==> src/rtl/macc_pkg.sv <==
// Shared types for the matrix-pass sequencer: FSM states and element tags.
`timescale 1ns/1ps
package macc_pkg;

  typedef enum logic [1:0] {IDLE, LOAD, RUN, FLUSH} macc_state_t;

  typedef struct packed {
    logic first;
    logic last;
  } macc_tag_t;

endpackage

==> src/rtl/macc_fifo.sv <==
// Small synchronous FIFO buffering tagged read data ahead of the MAC.
`timescale 1ns/1ps
module macc_fifo #(
  parameter int DEPTH = 4,
  parameter int WIDTH = 18
) (
  input  logic                         CLK,
  input  logic                         RST_L,
  input  logic                         push,
  input  logic                         pop,
  input  logic [WIDTH-1:0]             wdata,
  output logic [WIDTH-1:0]             rdata,
  output logic                         full,
  output logic                         empty,
  output logic [$clog2(DEPTH+1)-1:0]   count
);
  localparam int PTR_W = (DEPTH > 1) ? $clog2(DEPTH) : 1;
  localparam int CNT_W = $clog2(DEPTH+1);

  logic [WIDTH-1:0] mem_q [DEPTH];
  logic [PTR_W-1:0] wr_ptr_q, rd_ptr_q;
  logic [CNT_W-1:0] cnt_q;
  logic             push_ok, pop_ok;

  assign empty   = (cnt_q == '0);
  assign full    = (cnt_q == CNT_W'(DEPTH));
  assign count   = cnt_q;
  assign rdata   = mem_q[rd_ptr_q];
  assign push_ok = push & ~full;
  assign pop_ok  = pop & ~empty;

  always_ff @(posedge CLK) begin
    if (push_ok) mem_q[wr_ptr_q] <= wdata;
  end

  // DEPTH is a power of two, so pointers wrap naturally.
  always_ff @(posedge CLK or negedge RST_L) begin
    if (!RST_L) begin
      wr_ptr_q <= '0;
      rd_ptr_q <= '0;
      cnt_q    <= '0;
    end else begin
      if (push_ok) wr_ptr_q <= wr_ptr_q + PTR_W'(1);
      if (pop_ok)  rd_ptr_q <= rd_ptr_q + PTR_W'(1);
      case ({push_ok, pop_ok})
        2'b10:   cnt_q <= cnt_q + CNT_W'(1);
        2'b01:   cnt_q <= cnt_q - CNT_W'(1);
        default: cnt_q <= cnt_q;
      endcase
    end
  end

endmodule

==> src/rtl/macc_seq.sv <==
// Matrix pass sequencer: host load, credit-paced row-major readback, tagged
// stream to the MAC, then flush and done.
`timescale 1ns/1ps
module macc_seq
  import macc_pkg::*;
#(
  parameter int ADDR_MSB   = 11,
  parameter int DATA_W     = 16,
  parameter int RD_LAT     = 2,
  parameter int FIFO_DEPTH = 4
) (
  input  logic              CLK,
  input  logic              RST_L,
  input  logic              start,
  input  logic [ADDR_MSB:0] cfg_max_row,
  input  logic [ADDR_MSB:0] cfg_max_col,
  output logic              busy,
  output logic              done,
  input  logic              host_wr_vld,
  output logic              host_wr_rdy,
  output logic [ADDR_MSB:0] max_row_cnt,
  output logic [ADDR_MSB:0] max_col_cnt,
  output logic              mat_we,
  output logic              mat_re,
  input  logic [DATA_W-1:0] mat_rdata,
  output logic              out_vld,
  input  logic              out_rdy,
  output logic [DATA_W-1:0] out_data,
  output logic              out_first,
  output logic              out_last
);
  localparam int CW     = ADDR_MSB + 1;
  localparam int CRED_W = $clog2(FIFO_DEPTH+1);
  localparam int FW     = DATA_W + 2;

  macc_state_t state_q, state_d;
  logic [CW-1:0] max_row_q, max_row_d, max_col_q, max_col_d;
  logic [CW-1:0] row_q, row_d, col_q, col_d;
  logic [RD_LAT-1:0]     vld_pipe_q;
  macc_tag_t [RD_LAT-1:0] tag_pipe_q;
  macc_tag_t   issue_tag, head_tag;
  logic        at_end, step;
  logic        fifo_full, fifo_empty, fifo_pop;
  logic [CRED_W-1:0] fifo_cnt, in_flight, credits;
  logic [FW-1:0]     fifo_rdata;

  assign at_end          = (row_q == max_row_q) && (col_q == max_col_q);
  assign issue_tag.first = (col_q == '0);
  assign issue_tag.last  = (col_q == max_col_q);
  assign max_row_cnt     = max_row_q;
  assign max_col_cnt     = max_col_q;

  // Free slots = buffer room not already claimed by reads still in the memory pipe.
  always_comb begin
    in_flight = '0;
    for (int i = 0; i < RD_LAT; i++) in_flight = in_flight + CRED_W'(vld_pipe_q[i]);
    credits = CRED_W'(FIFO_DEPTH) - fifo_cnt - in_flight;
  end

  always_comb begin
    state_d     = state_q;
    max_row_d   = max_row_q;
    max_col_d   = max_col_q;
    row_d       = row_q;
    col_d       = col_q;
    busy        = 1'b0;
    done        = 1'b0;
    host_wr_rdy = 1'b0;
    mat_we      = 1'b0;
    mat_re      = 1'b0;
    case (state_q)
      IDLE: begin
        if (start) begin
          max_row_d = cfg_max_row;
          max_col_d = cfg_max_col;
          row_d     = '0;
          col_d     = '0;
          state_d   = LOAD;
        end
      end
      LOAD: begin
        busy        = 1'b1;
        host_wr_rdy = 1'b1;
        mat_we      = host_wr_vld;
        if (mat_we && at_end) state_d = RUN;
      end
      RUN: begin
        busy   = 1'b1;
        mat_re = (credits != '0) && !fifo_full;
        if (mat_re && at_end) state_d = FLUSH;
      end
      FLUSH: begin
        if ((vld_pipe_q == '0) && fifo_empty) begin
          done    = 1'b1;
          state_d = IDLE;
        end else begin
          busy = 1'b1;
        end
      end
      default: state_d = IDLE;
    endcase

    // Mirror of the address generator's row/col counter.
    step = mat_we | mat_re;
    if (step) begin
      if (col_q == max_col_q) begin
        col_d = '0;
        row_d = (row_q == max_row_q) ? '0 : row_q + CW'(1);
      end else begin
        col_d = col_q + CW'(1);
      end
    end
  end

  always_ff @(posedge CLK or negedge RST_L) begin
    if (!RST_L) begin
      state_q    <= IDLE;
      max_row_q  <= '0;
      max_col_q  <= '0;
      row_q      <= '0;
      col_q      <= '0;
      vld_pipe_q <= '0;
      tag_pipe_q <= '0;
    end else begin
      state_q       <= state_d;
      max_row_q     <= max_row_d;
      max_col_q     <= max_col_d;
      row_q         <= row_d;
      col_q         <= col_d;
      vld_pipe_q[0] <= mat_re;
      tag_pipe_q[0] <= issue_tag;
      for (int i = 1; i < RD_LAT; i++) begin
        vld_pipe_q[i] <= vld_pipe_q[i-1];
        tag_pipe_q[i] <= tag_pipe_q[i-1];
      end
    end
  end

  assign fifo_pop = ~fifo_empty & out_rdy;

  macc_fifo #(.DEPTH(FIFO_DEPTH), .WIDTH(FW)) u_fifo (
    .CLK   (CLK),
    .RST_L (RST_L),
    .push  (vld_pipe_q[RD_LAT-1]),
    .pop   (fifo_pop),
    .wdata ({tag_pipe_q[RD_LAT-1], mat_rdata}),
    .rdata (fifo_rdata),
    .full  (fifo_full),
    .empty (fifo_empty),
    .count (fifo_cnt)
  );

  assign head_tag  = macc_tag_t'(fifo_rdata[DATA_W +: 2]);
  assign out_vld   = ~fifo_empty;
  assign out_data  = fifo_empty ? '0 : fifo_rdata[DATA_W-1:0];
  assign out_first = ~fifo_empty & head_tag.first;
  assign out_last  = ~fifo_empty & head_tag.last;

endmodule

==> config.mk <==
export PLATFORM = sky130hd
export DESIGN_NAME = macc_seq
export DESIGN_NICKNAME = d
export VERILOG_FILES = /design/src/rtl/macc_pkg.sv /design/src/rtl/macc_fifo.sv /design/src/rtl/macc_seq.sv
export SDC_FILE = /design/constraint.sdc
export NUM_CORES = 1
export LEC_CHECK = 0
export ABC_CLOCK_PERIOD_IN_PS = 5970
export CAP_MARGIN = 20
export CORE_ASPECT_RATIO = 1.2
export CORE_MARGIN = 5
export CORE_UTILIZATION = 30
export CTS_CLUSTER_SIZE = 40
export DETAILED_ROUTE_END_ITERATION = 7
export GPL_ROUTABILITY_DRIVEN = 0
export PLACE_DENSITY = 0.49
export SKIP_LAST_GASP = 1
export SYNTH_ARGS = -nofsm -noshare
export SYNTH_HDL_FRONTEND = slang
export SYNTH_SLANG_ARGS = --single-unit
==> constraint.sdc <==
create_clock -name CLK -period 5.97 [get_ports CLK]
set_input_delay 1.194 -clock CLK [delete_from_list [all_inputs] [get_ports CLK]]
set_output_delay 1.194 -clock CLK [all_outputs]
set_load 0.005 [all_outputs]
* Word-level counts from Yosys, hierarchy flattened
Memories as Yosys holds them, arrays and structs flattened.
Index checks and enable logic that the tools add are counted.
W data, S select, Z words.
** Cells by class
- Add/subtract/negate cells :: 9
- Eq/ne operators :: 12
- Multiplexer cells :: 25
- Bitwise operators :: 8
- Reductions and logical operators :: 18
** Operators by type and width (number)
- $mux W12 :: 9
- $add A12 B1 Y12 const B :: 2
- $eq A12 B12 Y1 :: 2
- $mux W16 :: 1
- $logic_not A12 Y1 :: 1
- $mux W1 :: 8
- $mux W2 :: 4
- $ne A2 B2 Y1 const B :: 4
- $pmux W2 S4 :: 1
- $eq A2 B2 Y1 const B :: 3
- $pmux W3 S2 :: 1
- $reduce_bool A2 Y1 :: 3
- $and A1 B1 Y1 :: 5
- $logic_and A1 B1 Y1 :: 5
- $add A2 B1 Y2 const B :: 2
- $eq A2 B1 Y1 const B :: 2
- $logic_not A2 Y1 :: 2
- $reduce_and A2 Y1 :: 2
- $reduce_and A4 Y1 :: 1
- $add A3 B1 Y3 const B :: 1
- $eq A3 B3 Y1 const B :: 1
- $logic_not A3 Y1 :: 1
- $reduce_bool A3 Y1 :: 1
- $sub A3 B1 Y3 const B :: 1
- 8 further kinds :: 9
** Word-level totals
- Register bits :: 63
- RAM bits :: 72
- Bits of input ports :: 45
- Output and inout bits :: 48
- Word-level logic and storage cells :: 86
- Memories kept :: 1
** Memories
- u_fifo.mem_q :: words 4, bits a word 18, rd ports 1, clocked after Yosys merged registers in 0, wr ports 1, line macc_fifo.sv:20 : logic [WIDTH-1:0] mem_q [DEPTH];

* Logic depth before layout (Yosys ltp)
- Word-level depth :: 8
- Gate-level depth with buffers :: 11
- Depth with buffers taken out :: 10

* Cells and area by module
A second synthesis with hierarchy kept.
** Unflattened totals
- Cells, all modules :: 419
- Area total of the unflattened synthesis :: 6134.6 sq um
** Modules (own cells, without submodules)
- macc_seq :: times used 1, cells each 287, area each 3113.0 sq um, sequential area each 1401.3 sq um
- macc_fifo :: times used 1, cells each 132, area each 3021.6 sq um, sequential area each 2337.2 sq um

* Least setup slack after synthesis
No wires, ideal clock.
- Kind :: reg2out
- Start point :: register u_fifo.cnt_q[0] (netlist: u_fifo.count[0])
- End point :: output port mat_re
- Arrival time :: 1642 ps
- Required time :: 4776 ps
- Path slack :: 3134 ps
- Stages on the path, launching flop included :: 7
- Path buffers :: 0
- Cells stage by stage :: dfrtp_1 ha_1 ha_1 inv_1 ha_1 xnor3_2 a211oi_4
** On the way
- Longest elaborated chain between the ends :: 5
** Ends and longest elaborated chain
- start, declared :: line macc_fifo.sv:22 : logic [CNT_W-1:0] cnt_q;
- start signal, assigned :: line macc_fifo.sv:46 : 2'b10: cnt_q <= cnt_q + CNT_W'(1);
- start signal, assigned :: line macc_fifo.sv:47 : 2'b01: cnt_q <= cnt_q - CNT_W'(1);
- start signal, assigned :: line macc_fifo.sv:48 : default: cnt_q <= cnt_q;
- $sub A3 B3 Y3 :: line macc_seq.sv:57 : credits = CRED_W'(FIFO_DEPTH) - fifo_cnt - in_flight;
- $sub A3 B2 Y3 :: line macc_seq.sv:57
- $reduce_bool A3 Y1 :: line macc_seq.sv:89 : mat_re = (credits != '0) && !fifo_full;
- $logic_and A1 B1 Y1 (*) :: line macc_seq.sv:89
- $mux W1 (*) :: line macc_seq.sv:71 : case (state_q)
- end, declared :: line macc_seq.sv:24 : output logic mat_re,
Every way passes the cells marked *; elsewhere a longest branch is shown, timed or not.

* Final worst setup path
Same ends and word-level chain as after synthesis.

==> results.cfg <==
[clocking]
clock_path_buffers = 2
cts_resized = 0
cts_htree_levels = 4
clock_latency_ns = 0.42
cts_inserted_buffers = 17
cts_root_buf = clkbuf_16
clkTransAtPathRegs_ns = 0.06
cts_hold_buf = 0
clkSinkCount = 135
cts_setup_buffers = 0
cts_tree = yes

[global_routing]
grt_pass1_vias = 4016
grt_max_degree = 64
grt_usage_pct = 11.43
overflow = 0
grt_pass1_wl_um = 21230
antenna_found_initial = 0

[sta]
min_period_ns = 3.925
setup_slack_ns = 2.045
skew_ns = 0.01180
maxSlewViolCount = 0
timing.fmax_mhz = 254.8
hold_viol = 0
final-setup-viol-count = 0
grt_setup_unrepaired = no
max_slew_margin_pct = 29.44
period_share_pct = 65.74
tns_ns = 0
tightest_slew_ns = 1.058

[floorplan]
die_h_um = 166.1
io_pins = 93
coreArea_um2 = 20110
start_util_pct = 30.29
rows = 57
die_area_um2 = 23270
fp.dieW_um = 140.1

[setup_path]
cp-start-kind = flip-flop
r2r-end = row_q[0]
cp.required_ns = 4.78
arrival_ns = 2.73
r2r-start = u_fifo.count[0]
crit_type = reg -> out
regToRegSetupSlack_ns = 2.99
cp_max_fo = 5
cp-startpoint = u_fifo.count[0]
reg2reg_depth = 9
end_kind = primary output

[placement]
dpl.hpwl_um = 8634
post-place-ws_ns = 2.284
io_buffer_count = 92

[synth]
synth_nets = 488
avgSynthCellArea_um2 = 14.33
yosysWarnings = 0
yosysSeqAreaShare_pct = 61.37
synth_edf_count = 72
synth_cell_types = 43
netlist_area_um2 = 6092
synthCells = 425
yosys_register_bits = 135
ys.flop_type = edfxtp_1
async_reset_ff_share_pct = 46.67

[finish]
final_cell_mix = clkdlybuf4s50_1 (91), edfxtp_1 (72), dfrtp_1 (63), xnor2_1 (29), mux2_2 (26)
final_layout_size_suffix_gt1_share_pct = 16.17
final_common_cell = clkdlybuf4s50_1
antenna_cells = 0
area_delta_synth_final_pct = 30.52
nets = 588

[power_and_ir_drop]
power_density_nw_per_um2 = 495.3
cellLeakagePower_nw = 3.013
worst_ir_drop_vdd_v = 0.0002297

[hold_path]
hold_class = reg -> reg
whs_endpoint = tag_pipe_q[3]
whs_path_depth = 0
min-delay-start = tag_pipe_q[1]

[drt]
first_pass_iters = 4
vias = 3715
drt_wl_total_um = 12790
vias_per_cell = 4.626
drc = 0
wl_per_cell_um = 15.93
drt_iter0_drc = 164
ant_nets = 0

[status]
outcome = complete, no violations

[flow_run]
maxCapViolations = 0
[layer usage]
metal	vias to the layer above	track usage, %	wire length [um]
li1	1754	-	-
met1	1833	14.56	5887
met2	112	18.40	5983
met3	16	3.658	726
met4	0	3.919	195
met5	-	0	0
[per-stage QoR]
| stage | total power, W | instances | area (um^2) | hold slack (ns) | utilization (%) |
|---|---|---|---|---|---|
| floorplan | 0.002192 | 425 | 6092 | 0.3312 | - |
| global placement | 0.002843 | 769 | 7288 | 0.3392 | 36.24 |
| detailed placement | 0.002848 | 769 | 7288 | 0.3411 | 36.24 |
| CTS | 0.004002 | 801 | 7925 | 0.3538 | 39.41 |
| global route | 0.004198 | 803 | 7951 | 0.3655 | 39.54 |
| finish | 0.003938 | 803 | 7951 | 0.3513 | 39.54 |
[cell type report]
class,instances,area (um^2)
clock buffer,21,440.4
fill,1888,12160
inverter,17,63.81
clock inverter,11,196.4
tap,265,331.6
timing repair buffer,96,957.2
sequential,135,3739
multi-input combinational,258,2223
[where the power goes]
part / internal, W / switching, W
registers: 0.00120 / 0.000188
clock network: 0.000744 / 0.000388
logic: 0.000836 / 0.000587
[cells by family (layout without fill, tap and decap cells)]
logic type / count (synthesis) / in the layout / share of synthesized area [%]
fa+ha+maj: 18 / 18 / 3.820
xor+xnor: 35 / 35 / 5.278
compound gates: 43 / 43 / 4.703
simple gates: 113 / 113 / 10.41
flops: 135 / 135 / 61.37
mux: 49 / 49 / 12.28
buf+inv: 32 / 145 / 2.136
[how the worst max path moves through the flow]
stage | to | slack (ns) | cells past startpoint
after floorplan | mat_re | 3.13 | 6
after global placement | row_q[0] | 2.37 | 4
after detailed placement | row_q[8] | 2.28 | 5
after CTS | mat_re | 2.01 | 7
after global routing | mat_re | 1.94 | 7
final | mat_re | 2.05 | 7
[worst max-delay path, stage by stage, from the launching register on]
cell             delay (ns)
dfrtp_1                0.43
ha_1                   0.22
ha_1                   0.26
inv_1                  0.04
ha_1                   0.19
xnor3_2                0.26
a211oi_4               0.34
clkdlybuf4s50_1        0.57
[cell usage after synthesis (8+ instances only)]
cell type	n	area share (%)
edfxtp_1	72	35
and2_1	24	2.5
nand3_1	13	1.1
a21oi_1	9	0.74
inv_1	17	1.0
nand4_1	8	0.82
xnor2_1	29	4.2
dfrtp_1	63	26
clkbuf_1	12	0.74
and3_1	11	1.1
nor2_1	10	0.62
mux4_2	18	6.7
o21ai_0	18	1.5
ha_1	17	3.5
mux2_2	26	4.8
nand2_1	22	1.4
[sequential cells by signal, summed over array words and instances, names as in the netlist]
register         cells
u_fifo.mem_q        72
max_row_cnt         12
tag_pipe_q           4
row_q               12
u_fifo.wr_ptr_q      2
u_fifo.rd_ptr_q      2
u_fifo.count         3
max_col_cnt         12
vld_pipe_q           2
state_q              2
col_q               12
Power figures use the tool's default switching activity.
